--- config.mk ---
export PLATFORM = sky130hd
export DESIGN_NAME = sync_fifo_prog
export DESIGN_NICKNAME = d
export VERILOG_FILES = /design/src/rtl/sync_fifo_prog.sv
export SDC_FILE = /design/constraint.sdc
export NUM_CORES = 1
export LEC_CHECK = 0
export CAP_MARGIN = 20
export CORE_UTILIZATION = 35
export DETAILED_ROUTE_END_ITERATION = 12
export MAX_ROUTING_LAYER = met4
export PLACE_DENSITY = 0.52
export SETUP_SLACK_MARGIN = 0.1
export SLEW_MARGIN = 0
export SYNTH_ARGS = -nofsm -noshare
export SYNTH_HDL_FRONTEND = slang
export SYNTH_SLANG_ARGS = --single-unit
--- constraint.sdc ---
create_clock -name clk -period 4 [get_ports clk]
set_input_delay 1 -clock clk [delete_from_list [all_inputs] [get_ports clk]]
set_output_delay 1 -clock clk [all_outputs]
set_load 0.005 [all_outputs]
--- src/rtl/sync_fifo_prog.sv ---
// -----------------------------------------------------------------------------
// sync_fifo_prog
//
// Single-clock FIFO with all 2**FIFO_DEPTH_WIDTH entries usable, programmable
// almost-full / almost-empty thresholds, sticky overflow / underflow flags and
// an occupancy count.
//
// Build option:
//   SYNC_FIFO_FWFT_EN  defined   -> first-word-fall-through read: data_read
//                                   always shows the head word, data_valid =
//                                   !empty, read acknowledges/pops the head.
//                      undefined -> registered read: data_read is loaded on an
//                                   accepted read and data_valid pulses for one
//                                   cycle afterwards.
//
// Parameters:
//   DATA_WIDTH        width of each stored word
//   FIFO_DEPTH_WIDTH  log2 of the depth
//   AF_THRESH         almost_full when count >= AF_THRESH   (1..DEPTH)
//   AE_THRESH         almost_empty when count <= AE_THRESH  (0..DEPTH-1)
//
// Ports:
//   clk           rising-edge clock
//   rst           synchronous active-high reset
//   write         write request, data_write sampled with it
//   data_write    write data
//   read          read request (head acknowledge in FWFT mode)
//   clear_err     one-cycle pulse clearing overflow/underflow
//   data_read     read data
//   data_valid    data_read holds a valid word
//   full          count == DEPTH
//   empty         count == 0
//   almost_full   count >= AF_THRESH
//   almost_empty  count <= AE_THRESH
//   data_count    current occupancy, 0..DEPTH
//   overflow      sticky: a write was rejected because the FIFO was full
//   underflow     sticky: a read was rejected because the FIFO was empty
// -----------------------------------------------------------------------------
module sync_fifo_prog #(
    parameter int DATA_WIDTH       = 8,
    parameter int FIFO_DEPTH_WIDTH = 5,
    parameter int AF_THRESH        = (1 << FIFO_DEPTH_WIDTH) - 4,
    parameter int AE_THRESH        = 4
) (
    input  logic                        clk,
    input  logic                        rst,
    input  logic                        write,
    input  logic [DATA_WIDTH-1:0]       data_write,
    input  logic                        read,
    input  logic                        clear_err,
    output logic [DATA_WIDTH-1:0]       data_read,
    output logic                        data_valid,
    output logic                        full,
    output logic                        empty,
    output logic                        almost_full,
    output logic                        almost_empty,
    output logic [FIFO_DEPTH_WIDTH:0]   data_count,
    output logic                        overflow,
    output logic                        underflow
);

    localparam int              DEPTH     = 1 << FIFO_DEPTH_WIDTH;
    localparam int              CW        = FIFO_DEPTH_WIDTH + 1;
    localparam logic [CW-1:0]   DEPTH_CNT = CW'(DEPTH);
    localparam logic [CW-1:0]   AF_CNT    = CW'(AF_THRESH);
    localparam logic [CW-1:0]   AE_CNT    = CW'(AE_THRESH);

    logic [DATA_WIDTH-1:0]       mem [DEPTH];
    logic [FIFO_DEPTH_WIDTH-1:0] wr_ptr;
    logic [FIFO_DEPTH_WIDTH-1:0] rd_ptr;
    logic [CW-1:0]               count;

    // Request semantics: a write is accepted when write=1 and the FIFO is not
    // full; a read is accepted when read=1 and the FIFO is not empty. Both use
    // the state before the edge, so at full a simultaneous read frees no room
    // for the write, and at empty a simultaneous write is not yet readable.
    // A request that is not accepted is dropped and raises the sticky error.
    logic wr_acc;
    logic rd_acc;

    assign wr_acc = write & ~full;
    assign rd_acc = read & ~empty;

    // Flags decode straight from the count register (post-edge state).
    assign full         = (count == DEPTH_CNT);
    assign empty        = (count == '0);
    assign almost_full  = (count >= AF_CNT);
    assign almost_empty = (count <= AE_CNT);
    assign data_count   = count;

    // Storage is deliberately not reset; only pointers and count are.
    always_ff @(posedge clk) begin
        if (!rst && wr_acc) begin
            mem[wr_ptr] <= data_write;
        end
    end

    always_ff @(posedge clk) begin
        if (rst) begin
            wr_ptr <= '0;
            rd_ptr <= '0;
            count  <= '0;
        end else begin
            if (wr_acc) begin
                wr_ptr <= wr_ptr + FIFO_DEPTH_WIDTH'(1);
            end
            if (rd_acc) begin
                rd_ptr <= rd_ptr + FIFO_DEPTH_WIDTH'(1);
            end
            case ({wr_acc, rd_acc})
                2'b10:   count <= count + CW'(1);
                2'b01:   count <= count - CW'(1);
                default: count <= count;
            endcase
        end
    end

    // Sticky errors; a new error event in the same cycle beats clear_err.
    always_ff @(posedge clk) begin
        if (rst) begin
            overflow  <= 1'b0;
            underflow <= 1'b0;
        end else begin
            if (write && full) begin
                overflow <= 1'b1;
            end else if (clear_err) begin
                overflow <= 1'b0;
            end
            if (read && empty) begin
                underflow <= 1'b1;
            end else if (clear_err) begin
                underflow <= 1'b0;
            end
        end
    end

`ifdef SYNC_FIFO_FWFT_EN
    // Head word is always on the output; its value while empty is meaningless.
    assign data_read  = mem[rd_ptr];
    assign data_valid = ~empty;
`else
    // Registered read: data_read holds its last value between reads.
    always_ff @(posedge clk) begin
        if (rst) begin
            data_read  <= '0;
            data_valid <= 1'b0;
        end else begin
            data_valid <= rd_acc;
            if (rd_acc) begin
                data_read <= mem[rd_ptr];
            end
        end
    end
`endif

endmodule

# --- Word level (Yosys, flattened, before mapping) ---
# Memory sizes are Yosys's and may differ from the RTL's. A register that Yosys moved wholly into a read port is not among the register bits.
# Index checks and enable logic that the tools add are counted.
classes:
  n_addsub: 4
  order_cmp: 2
  n_eq_ne: 3
  n_mux: 6
  bitwise: 4
  n_reduce_logical: 8
op_table:
  columns: ["cell", "count"]
  rows:
  - ["case mux 6 bit (2 select lines)", 1]
  - ["adder 5 x 1 -> 5 bit (second input constant)", 2]
  - ["adder 6 x 1 -> 6 bit (second input constant)", 1]
  - ["== test 6 bit (second input constant)", 1]
  - [">= comparator 6 x 5 -> 1 bit (second input constant)", 1]
  - ["less-or-equal comparator 6 x 3 -> 1 bit (second input constant)", 1]
  - ["logical NOT 6 bit", 1]
  - ["nonzero test 2 bit", 3]
  - ["subtractor 6 x 1 -> 6 bit (second input constant)", 1]
  - ["2-to-1 mux 1 bit", 5]
  - ["logical AND 1 bit", 3]
  - ["bitwise AND 1 bit", 2]
  - ["== test 2 x 1 -> 1 bit (second input constant)", 1]
  - ["== test 2 bit (second input constant)", 1]
  - ["NOT 1 bit", 2]
  - ["logical NOT 1 bit", 1]
totals:
  register_bits: 19
  mem_bits_rw: 256
  inputBits: 13
  out_inout_bits: 21
  elab_cells: 34
  n_memories: 1
memory_table:
  columns: ["memory", "words", "width", "rd", "rd_ports_with_merged_regs", "write_ports", "line", "source"]
  rows:
  - ["mem", 32, 8, 1, 1, 1, "68", "logic [DATA_WIDTH-1:0] mem [DEPTH];"]

# --- Depth between registers and ports, before layout ---
# Gate-level depths: netlist (run 1).
logic_depth:
  word_depth: 6
  depth_mapped: 11
  depth_no_buf: 11

# --- Worst setup path before layout (run 1) ---
# No wires, ideal clock.
synth_path:
  path_type: "in2reg"
  from: "in write"
  to: "reg count[4], in the netlist data_count[4]"
  setup_ns: 0.071
  arrival_time_ns: 2.852
  required_ns: 3.929
  slack_ns: 1.077
  cell_stages: 9
  path_buffers: 0
  path_cell_list: "o31a_1 -> inv_2 -> ha_1 -> ha_1 -> nor2b_1 -> o21a_1 -> o21ai_0 -> or3b_2 -> a21oi_1"
synth_between:
  elab_chain_cells: 3
  elab_cells_between_ends: 5
  classes_between: "eq/ne: 2; mux: 1; bitwise: 1; reduce/logical: 1"
synth_lines:
  columns: ["item", "line", "source"]
  rows:
  - ["from (decl)", "47", "input logic write,"]
  - ["bitwise AND 1 bit *", "81", "assign wr_acc = write & ~full;"]
  - ["== test 2 x 1 -> 1 bit / == test 2 bit (equally long branches)", "110", "case ({wr_acc, rd_acc})"]
  - ["case mux 6 bit (2 select lines) / nonzero test 2 bit (equally long branches)", null, null]
  - ["to (signal assigned)", "111", "2'b10: count <= count + CW'(1);"]
  - ["to (signal assigned)", "112", "2'b01: count <= count - CW'(1);"]
  - ["to (signal assigned)", "113", "default: count <= count;"]
  - ["to (decl)", "71", "logic [CW-1:0] count;"]
# Every way passes the cells marked *; elsewhere a longest branch is shown, timed or not.
# A chain may end at the register's enable or synchronous reset.

# --- Worst setup path in the final report (run 1) ---
layout_path:
  from: "reg count[3], in the netlist data_count[3]"
  to: "out empty"
layout_between:
  elab_chain_cells: 1
layout_lines:
  columns: ["item", "line", "source"]
  rows:
  - ["logical NOT 6 bit", "86", "assign empty = (count == '0);"]
  - ["to (decl)", "54", "output logic empty,"]
# No other way between the ends.

==> impl_results.md, run 1 <==
- Critical Path RT: 3.00 ns
- GPL Wtd Cong: 0.781
- Crit-path max FO: 6
- I/O Pins: 34
- Startpoint Class: register
- Synth unique cells: 46
- DP Wirelength: 15.1 mm
- Routed Antenna Nets: 0
- Top-count cell post-synth: edfxtp_1
- Final setup fails: 0
- Leak pwr: 4.22 nW
- Mapped Area: 11,200 µm²
- Post-synth top cells: edfxtp_1, nor2_1, mux4_2
- Max Slew Vio Count: 0
- Least-Margin Pin Slew: 0.840 ns
- Largest net degree at the start of global routing: 44
- Drt total wl: 24.0 mm
- P per Cell Area: 566 nW/µm²
- Sink Count: 283
- Worst Clk Skew: a little over 0.02 ns
- Starting density of the core: 35.5%
- CTS Hold Bufs: 0
- Crit path max-delay family: simple AND/OR/NAND/NOR gates
- Area grow syn2layout: 17.9%
- Antenna violations before repair: 0
- Max Clock Freq: 0.304 GHz
- Fin crit share: 82.4%
- Core area: 31,600 µm²
- CP Capture Type: output pin
- Detailed Routing Iterations Pass 1: 5
- Max cap viols: 0
- Area share of the largest cell type after synthesis: 68.6%
- Synth Instances: 610
- First-pass GRT wire length: 37.1 mm
- Top_reg_cell synth: edfxtp_1
- Longest Clk Path Bufs: 3
- Drt initial violations: 407
- CTS buffer count: 29
- Post-cts resize count: 0
- CTS tree: done
- Synth area leaders: edfxtp_1, mux4_2, dfxtp_1
- Nets: 720
- Hold Path Class: reg2reg
- Syn_nets: 634
- Via Count: 5,763
- Drt via density: about 5
- Mean post-synth cell area: 18.4 µm²
- H-tree Lvls: 1
- Critical path class: reg2out
- Total die area: 32,700 µm²
- Routed len/inst: 21.4 µm
- Chip Width: 181 µm
- Run status: completed
- Port bufs: 33
- RSZ-0062 raised after global routing: false
- DRC errors left: 0
- Die H: around 180 µm
- Register area share after synthesis: 73.4%
- Worst-path clk slew: 0.06 ns
- Final setup margin: roughly 0.71 ns
- FF+latch count, synth: between 200 and 300
- Crit-path slowest cell: or4_4
- Asr flop ratio synth: 0%
- Clk Latency, worst-skew pair: 0.56 ns
- Layout cells sized above 1: 20.9%
- TNS Setup: 0 ns
- N_diodes: 0
- Num rows: 65
- Grt total ovfl: 0
- Post-CTS Setup Bufs: 0
- Overall Global Routing Usage: 15.5%
- Clock period minus worst slack: 3.29 ns
- Synth warn: 0
- Post-synth EDFFs: 256
- Worst path bufs/invs: 1
- Slowest Stage Delay on Critical Path: about 0.57 ns
- Fin. Hold Viols: 0
- Root buffer cell: clkbuf_16
- Dpl ws: roughly 0.34 ns
- Vias in the first global route: a little over 6k
- Yosys top cell by area: edfxtp_1
- Max IR drop VDD: 0.383 mV
- Worst relative slew slack: 43.9%
- Arrival time worst endpoint: roughly 2.3 ns
- Cell Chain, Critical Path: or4_4 > nor3_1 > clkdlybuf4s50_1
-- layout make-up --
| cell class | count | area (µm²) |
|---|---|---|
| fill | 2795 | 18300 |
| sequential | 283 | 8230 |
| multi-input combinational | 286 | 2750 |
| clock buffer | 38 | 759 |
| timing repair buffer | 86 | 736 |
| tap | 402 | 503 |
| clock inverter | 16 | 191 |
| inverter | 10 | 37.5 |
-- layout by cell type, fill, tap and decap left out, types with 2 or more instances in the layout --
cell | netlist | routed
edfxtp_1 | 256 | 256
nor2_1 | 54 | 54
buf_4 | 5 | 52
mux4_2 | 44 | 44
clkdlybuf4s50_1 | 0 | 33
mux2i_1 | 32 | 32
clkbuf_16 | 0 | 29
dfxtp_1 | 27 | 26
a21oi_1 | 24 | 24
nand2_1 | 18 | 18
a22o_1 | 14 | 14
ha_1 | 10 | 10
inv_1 | 9 | 9
clkbuf_1 | 16 | 9
o221ai_1 | 8 | 8
a22oi_1 | 8 | 8
clkinv_2 | 0 | 8
o22ai_1 | 7 | 7
xor2_1 | 6 | 6
nor2b_1 | 7 | 6
nor3_1 | 5 | 5
mux4_1 | 5 | 5
nand4_1 | 5 | 5
xnor2_1 | 5 | 5
nand3b_1 | 4 | 4
nand3_1 | 4 | 4
a2111oi_2 | 4 | 4
bufinv_16 | 0 | 4
o21ai_0 | 3 | 3
a2111oi_1 | 3 | 3
clkinv_1 | 0 | 3
o31a_1 | 2 | 2
-- path summary, 6_finish.rpt --
kind         slack, ns           from       endpoint  cells after the start
min reg2reg       0.49   data_read[4]   data_read[4]                      1
min               0.49   data_read[4]   data_read[4]                      1
max reg2reg       0.82  data_count[3]  data_count[4]                     10
max               0.71  data_count[3]          empty                      3
-- report_power, final --
part	total, mW	switching, mW	internal [mW]
Clock	2.68	1.08	1.60
Combinational	1.34	0.647	0.693
Sequential	3.46	0.136	3.32
-- metal layers --
metal | up-vias | part of all wire (%) | global-route usage [%] | wire length, µm
li1 | 2627 | - | - | -
met1 | 2998 | 45 | 20.5 | 10900
met2 | 108 | 48 | 24.8 | 11600
met3 | 30 | 4.5 | 2.58 | 1080
met4 | 0 | 1.9 | 4.17 | 447
met5 | - | 0 | - | 0
-- registers in the layout, summed over array words and instances (netlist names) --
name / flops
mem: 256
underflow: 1
rd_ptr: 5
data_count: 6
data_valid: 1
wr_ptr: 5
data_read: 8
overflow: 1
-- cells by family (layout without fill, tap and decap cells) --
group / Yosys count / count (layout) / synth area share [%]
buffers and inverters: 41 / 150 / 2.00
adder cells (fa/ha/maj): 11 / 11 / 1.30
XOR/XNOR: 11 / 11 / 0.860
flip-flops: 283 / 283 / 73.4
AO/OA/AOI/OAI: 78 / 78 / 5.17
AND/OR/NAND/NOR: 104 / 104 / 4.26
multiplexers: 82 / 82 / 13.0
-- per-stage QoR --
step | hold slack, ns | area [µm²] | std cells | utilization (%) | total power, mW
2_1_floorplan | 0.466 | 11200 | 610 | - | 4.36
3_3_place_gp | 0.469 | 12200 | 1066 | 38.8 | 4.85
3_5_place_dp | 0.470 | 12200 | 1066 | 38.8 | 4.88
4_1_cts | 0.486 | 13200 | 1120 | 41.8 | 7.57
5_1_grt | 0.510 | 13200 | 1121 | 41.9 | 7.80
6_report | 0.486 | 13200 | 1121 | 41.9 | 7.48
Power figures use the tool's default switching activity.
==> run 2: changes to the inputs <==
==> constraint.sdc (replaced) <==
create_clock -name clk -period 3.5 [get_ports clk]
set_input_delay 0.875 -clock clk [delete_from_list [all_inputs] [get_ports clk]]
set_output_delay 0.875 -clock clk [all_outputs]
set_load 0.005 [all_outputs]
==> impl_results.md, run 2 (synthesized netlist as in run 1, its figures left out) <==
- Largest reg by FF count: mem
- Nets: between 700 and 800
- DRC errors left: 0
- CP Capture Type: register
- Area grow syn2layout: 18.2%
- Root buffer cell: clkbuf_16
- Largest net degree at the start of global routing: 42
- Sink Count: 283
- Reg2Reg Depth: 10
- R2R setup slack: 0.35 ns
- Arrival time worst endpoint: ~3.6 ns
- Port bufs: 33
- TNS Setup: 0 ns
- Starting density of the core: 35.5%
- R2R Path Start: data_count[3]
- Largest register FFs: 256
- Worst relative slew slack: 42.9%
- Startpoint Class: register
- Commonest non-fill, non-tap cell in the layout: edfxtp_1
- Fillers: 2,788
- Core area: 31,600 µm²
- Register Area: 8230 µm²
- First-pass GRT wire length: 35.9 mm
- CTS Hold Bufs: 0
- Total die area: approximately 33,000 µm²
- Worst hold start: data_read[4]
- Routed Antenna Nets: 0
- DP Wirelength: 14.9 mm
- Hold path depth: 1
- Max Clock Freq: 0.318 GHz
- Num rows: 65
- Layout cells sized above 1: 21.2%
- Overall Global Routing Usage: 15.2%
- Clk Latency, worst-skew pair: 0.54 ns
- Final setup fails: 0
- Fin. Hold Viols: 0
- Hold Path Class: reg2reg
- Detailed Routing Iterations Pass 1: 4
- Worst-path clk slew: 0.06 ns
- Most frequent cells in the layout: edfxtp_1, nor2_1, buf_4, mux4_2, clkdlybuf4s50_1
- Max IR drop VDD: 0.414 mV
- Drt via density: ~5.1
- RSZ-0062 raised after global routing: false
- Max Slew Vio Count: 0
- Chip Width: 181 µm
- CTS tree: done
- Max cap viols: 0
- CTS buffer count: 30
- Vias in the first global route: approximately 6k
- Post-CTS Setup Bufs: 0
- Design Power: 8.53 mW
- Post-cts resize count: 0
- Crit-path max FO: 7
- Longest Clk Path Bufs: 3
- GPL Wtd Cong: just over 0.8
- Reg2reg end: data_count[4]
- Hold endpoint: data_read[4]
- Least-Margin Pin Slew: 0.855 ns
- N_diodes: 0
- Multi-input logic area: 2750 µm²
- P per Cell Area: 644 nW/µm²
- Leak pwr: 4.22 nW
- Grt total ovfl: 0
- Clock period minus worst slack: 3.15 ns
- Drt initial violations: 374
- Fin crit share: between 80 and 90%
- Antenna violations before repair: 0
- Worst Clk Skew: between 0.009 and 0.01 ns
- I/O Pins: 34
- Via Count: approximately 5.7k
- Routed len/inst: 21.1 µm
- Critical path class: reg2reg
- Critical Path RT: around 4.0 ns
- H-tree Lvls: 1
- Drt total wl: roughly 24 mm
- Die H: 181 µm
- Run status: completed
## run 2: cell count changes in the layout (fill, tap and decap cells not counted), sizes merged
cell / before / now
clkbuf: 38 / 33
clkinv: 11 / 15
clkinvlp: 0 / 4
buf: 53 / 56
bufinv: 4 / 3
inv: 11 / 10
## run 2: how the worst max path moves through the flow
| stage | start | to | slack, ns | cells past startpoint |
|---|---|---|---|---|
| global route | data_count[3] | empty | 0.24 | 3 |
| finish | data_count[3] | data_count[4] | 0.35 | 10 |
| CTS | data_count[3] | empty | 0.34 | 3 |
| floorplan | data_count[3] | data_count[4] | 0.59 | 10 |
| detailed placement | write | data_count[4] | 0.07 | 10 |
| global placement | write | data_count[4] | 0.21 | 10 |
## run 2: worst max-delay path, stage by stage, from the launching register on
cell	delay, ns
dfxtp_1	0.36
or4_4	0.58
o31a_1	0.29
inv_2	0.07
ha_1	0.32
ha_1	0.33
nor2b_1	0.15
o21a_1	0.17
o21ai_0	0.18
or3b_2	0.48
a21oi_1	0.15
## run 2: final cells by class
class                           instances  share of cell area, %
Clock buffer                           33                   5.75
Clock inverter                         22                   1.47
Inverter                               10                  0.283
Multi-Input combinational cell        286                   20.8
Sequential cell                       283                   62.1
Tap cell                              402                   3.80
Timing Repair Buffer                   89                   5.79
## run 2: report_power, final
| group | total [mW] | internal [mW] | switching [mW] |
|---|---|---|---|
| combinational | 1.55 | 0.804 | 0.747 |
| sequential | 3.96 | 3.80 | 0.160 |
| clock | 3.03 | 1.78 | 1.24 |
| total | 8.53 | 6.39 | 2.15 |
## run 2: metal layers
metal  share of wire (%)  GRT usage [%]  wire length, µm
met1                  46           20.4            10900
met2                  48           24.3            11500
met3                 4.0           2.04              946
met4                 1.7           3.86              406
met5                   0              -                0
## run 2: through the flow
stage / util, % / cell area, µm² / setup WS (ns) / instances / hold slack, ns
final: 42.0 / 13200 / 0.355 / 1125 / 0.492
after global routing: 42.0 / 13200 / 0.235 / 1125 / 0.515
after CTS: 42.0 / 13200 / 0.335 / 1125 / 0.488
after detailed placement: 38.9 / 12300 / 0.0736 / 1070 / 0.470
after global placement: 38.9 / 12300 / 0.209 / 1069 / 0.471
after floorplan: - / 11200 / 0.586 / 610 / 0.466
==> run 3: changes to the inputs <==
==> constraint.sdc (replaced) <==
create_clock -name clk -period 3.5 [get_ports clk]
set_input_delay 0.7 -clock clk [delete_from_list [all_inputs] [get_ports clk]]
set_output_delay 0.7 -clock clk [all_outputs]
set_load 0.005 [all_outputs]
==> impl_results.md, run 3 (synthesized netlist as in run 1, its figures left out) <==
- Core area: 31,600 µm²
- H-tree Lvls: 1
- DRC errors left: 0
- CTS buffer count: 31
- Critical Path RT: 3.99 ns
- Fin. Hold Viols: 0
- Least-Margin Pin Slew: 0.860 ns
- Comb pwr share: around a fifth
- Int Pwr: roughly 6.3 mW
- Most frequent cells in the layout: edfxtp_1, buf_4, nor2_1, mux4_2, clkdlybuf4s50_1
- Startpoint Class: register
- Starting density of the core: 35.5%
- Layout cells sized above 1: 20.8%
- Hold endpoint: data_read[6]
- CP Capture Type: register
- Sequential power share: approximately 47%
- N_diodes: 0
- Largest net degree at the start of global routing: 33
- Drt total wl: roughly 25 mm
- Overall Global Routing Usage: 16.0%
- P per Cell Area: 640 nW/µm²
- Max Slew Vio Count: 0
- Routed len/inst: 21.9 µm
- Max cap viols: 0
- Largest reg by FF count: mem
- Reg2reg end: data_count[4]
- Arrival time worst endpoint: 3.65 ns
- TNS Setup: 0 ns
- Sink Count: roughly 280
- Nets: about 730
- Num rows: 65
- Clock power frac: a little over a third
- Dpl ws: 0.256 ns
- Run status: completed
- Worst hold start: data_read[6]
- Fin crit share: between 90% and 100%
- Sw Pwr: 2.17 mW
- Longest Clk Path Bufs: 3
- Final setup margin: 0.344 ns
- Post-cts resize count: 0
- Switch share: 25.6%
- R2R Path Start: data_count[3]
- Grt total ovfl: 0
- Die H: 181 µm
- I/O Pins: 34
- CTS tree: done
- Vias in the first global route: 6,133
- Final setup fails: 0
- Leak pwr: 4.22 nW
- Area grow syn2layout: 18.0%
- Fillers: 2,784
- Reg2Reg Depth: 11
- R2R setup slack: 0.34 ns
- Max IR drop VDD: 0.431 mV
- Root buffer cell: clkbuf_16
- Crit-path max FO: 7
- Chip Width: 181 µm
- Hold Path Class: reg2reg
- Worst relative slew slack: 42.5%
- Largest register FFs: 256
- Drt initial violations: just under 400
- Via Count: between 5k and 6k
- Clock period minus worst slack: 3.16 ns
- First-pass GRT wire length: 38.2 mm
- Routed Antenna Nets: 0
- Antenna violations before repair: 0
- Port bufs: 33
- Critical path class: reg2reg
- GPL Wtd Cong: 0.810
- RSZ-0062 raised after global routing: false
- Drt via density: between 5 and 6
- Worst-path clk slew: 0.06 ns
- Max Clock Freq: 0.317 GHz
- DP Wirelength: 15.7 mm
- Hold path depth: 1
- Post-CTS Setup Bufs: 0
- Commonest non-fill, non-tap cell in the layout: edfxtp_1
- Detailed Routing Iterations Pass 1: 4
- Clk Latency, worst-skew pair: 0.56 ns
- CTS Hold Bufs: 0
- Total die area: 32,700 µm²
- Worst Clk Skew: about 0.012 ns
## run 3: layer usage
layer  wire (µm)  up-vias  GRT usage, %
met5           0        -             -
met4         346        0          3.66
met3         889       26          2.24
met2       12200      115          25.6
met1       11200     3004          21.7
li1            -     2652             -
## run 3: per-stage QoR
stage / power [mW] / utilization [%] / cells / cell area [µm²] / hold WS [ns]
global placement: 5.55 / 38.9 / 1070 / 12300 / 0.472
finish: 8.47 / 41.9 / 1127 / 13200 / 0.496
CTS: 8.58 / 41.9 / 1127 / 13200 / 0.498
global route: 8.82 / 41.9 / 1127 / 13200 / 0.526
detailed placement: 5.61 / 39.0 / 1071 / 12300 / 0.478
floorplan: 4.98 / - / 610 / 11200 / 0.466
## run 3: critical path, cell delays in order, from the launching register on
cell and delay, ns:
dfxtp_1 0.36, or4_4 0.58, o31a_1 0.29, inv_2 0.08, ha_1 0.30, inv_1 0.09, fa_1 0.41, nor2b_1 0.16
o21a_1 0.18, nor3_1 0.05, or3b_2 0.44, a21oi_1 0.14
## run 3: power groups by stage
stage,combinational [mW],sequential (mW),clock (mW)
after floorplan,1.03,3.95,0
after global placement,1.54,4.01,0
after detailed placement,1.59,4.02,0
after CTS,1.60,3.95,3.02
after global routing,1.70,3.97,3.15
final,1.57,3.95,2.94
## run 3: area by class of cell
type	instances	area [µm²]	share of cell area, %
inverter	10	37.5	0.284
tap	402	503	3.80
timing repair buffer	90	774	5.86
multi-input combinational	286	2750	20.8
sequential	283	8230	62.3
clock inverter	16	115	0.871
clock buffer	40	810	6.12
## run 3: how the worst max path moves through the flow
stage / to / slack, ns / start / cells past startpoint
after global routing: data_count[4] / 0.20 / data_count[3] / 11
after detailed placement: data_count[4] / 0.26 / write / 10
final: data_count[4] / 0.34 / data_count[3] / 11
after floorplan: data_count[4] / 0.59 / data_count[3] / 10
after global placement: data_count[4] / 0.39 / write / 10
after CTS: data_count[4] / 0.36 / data_count[3] / 11
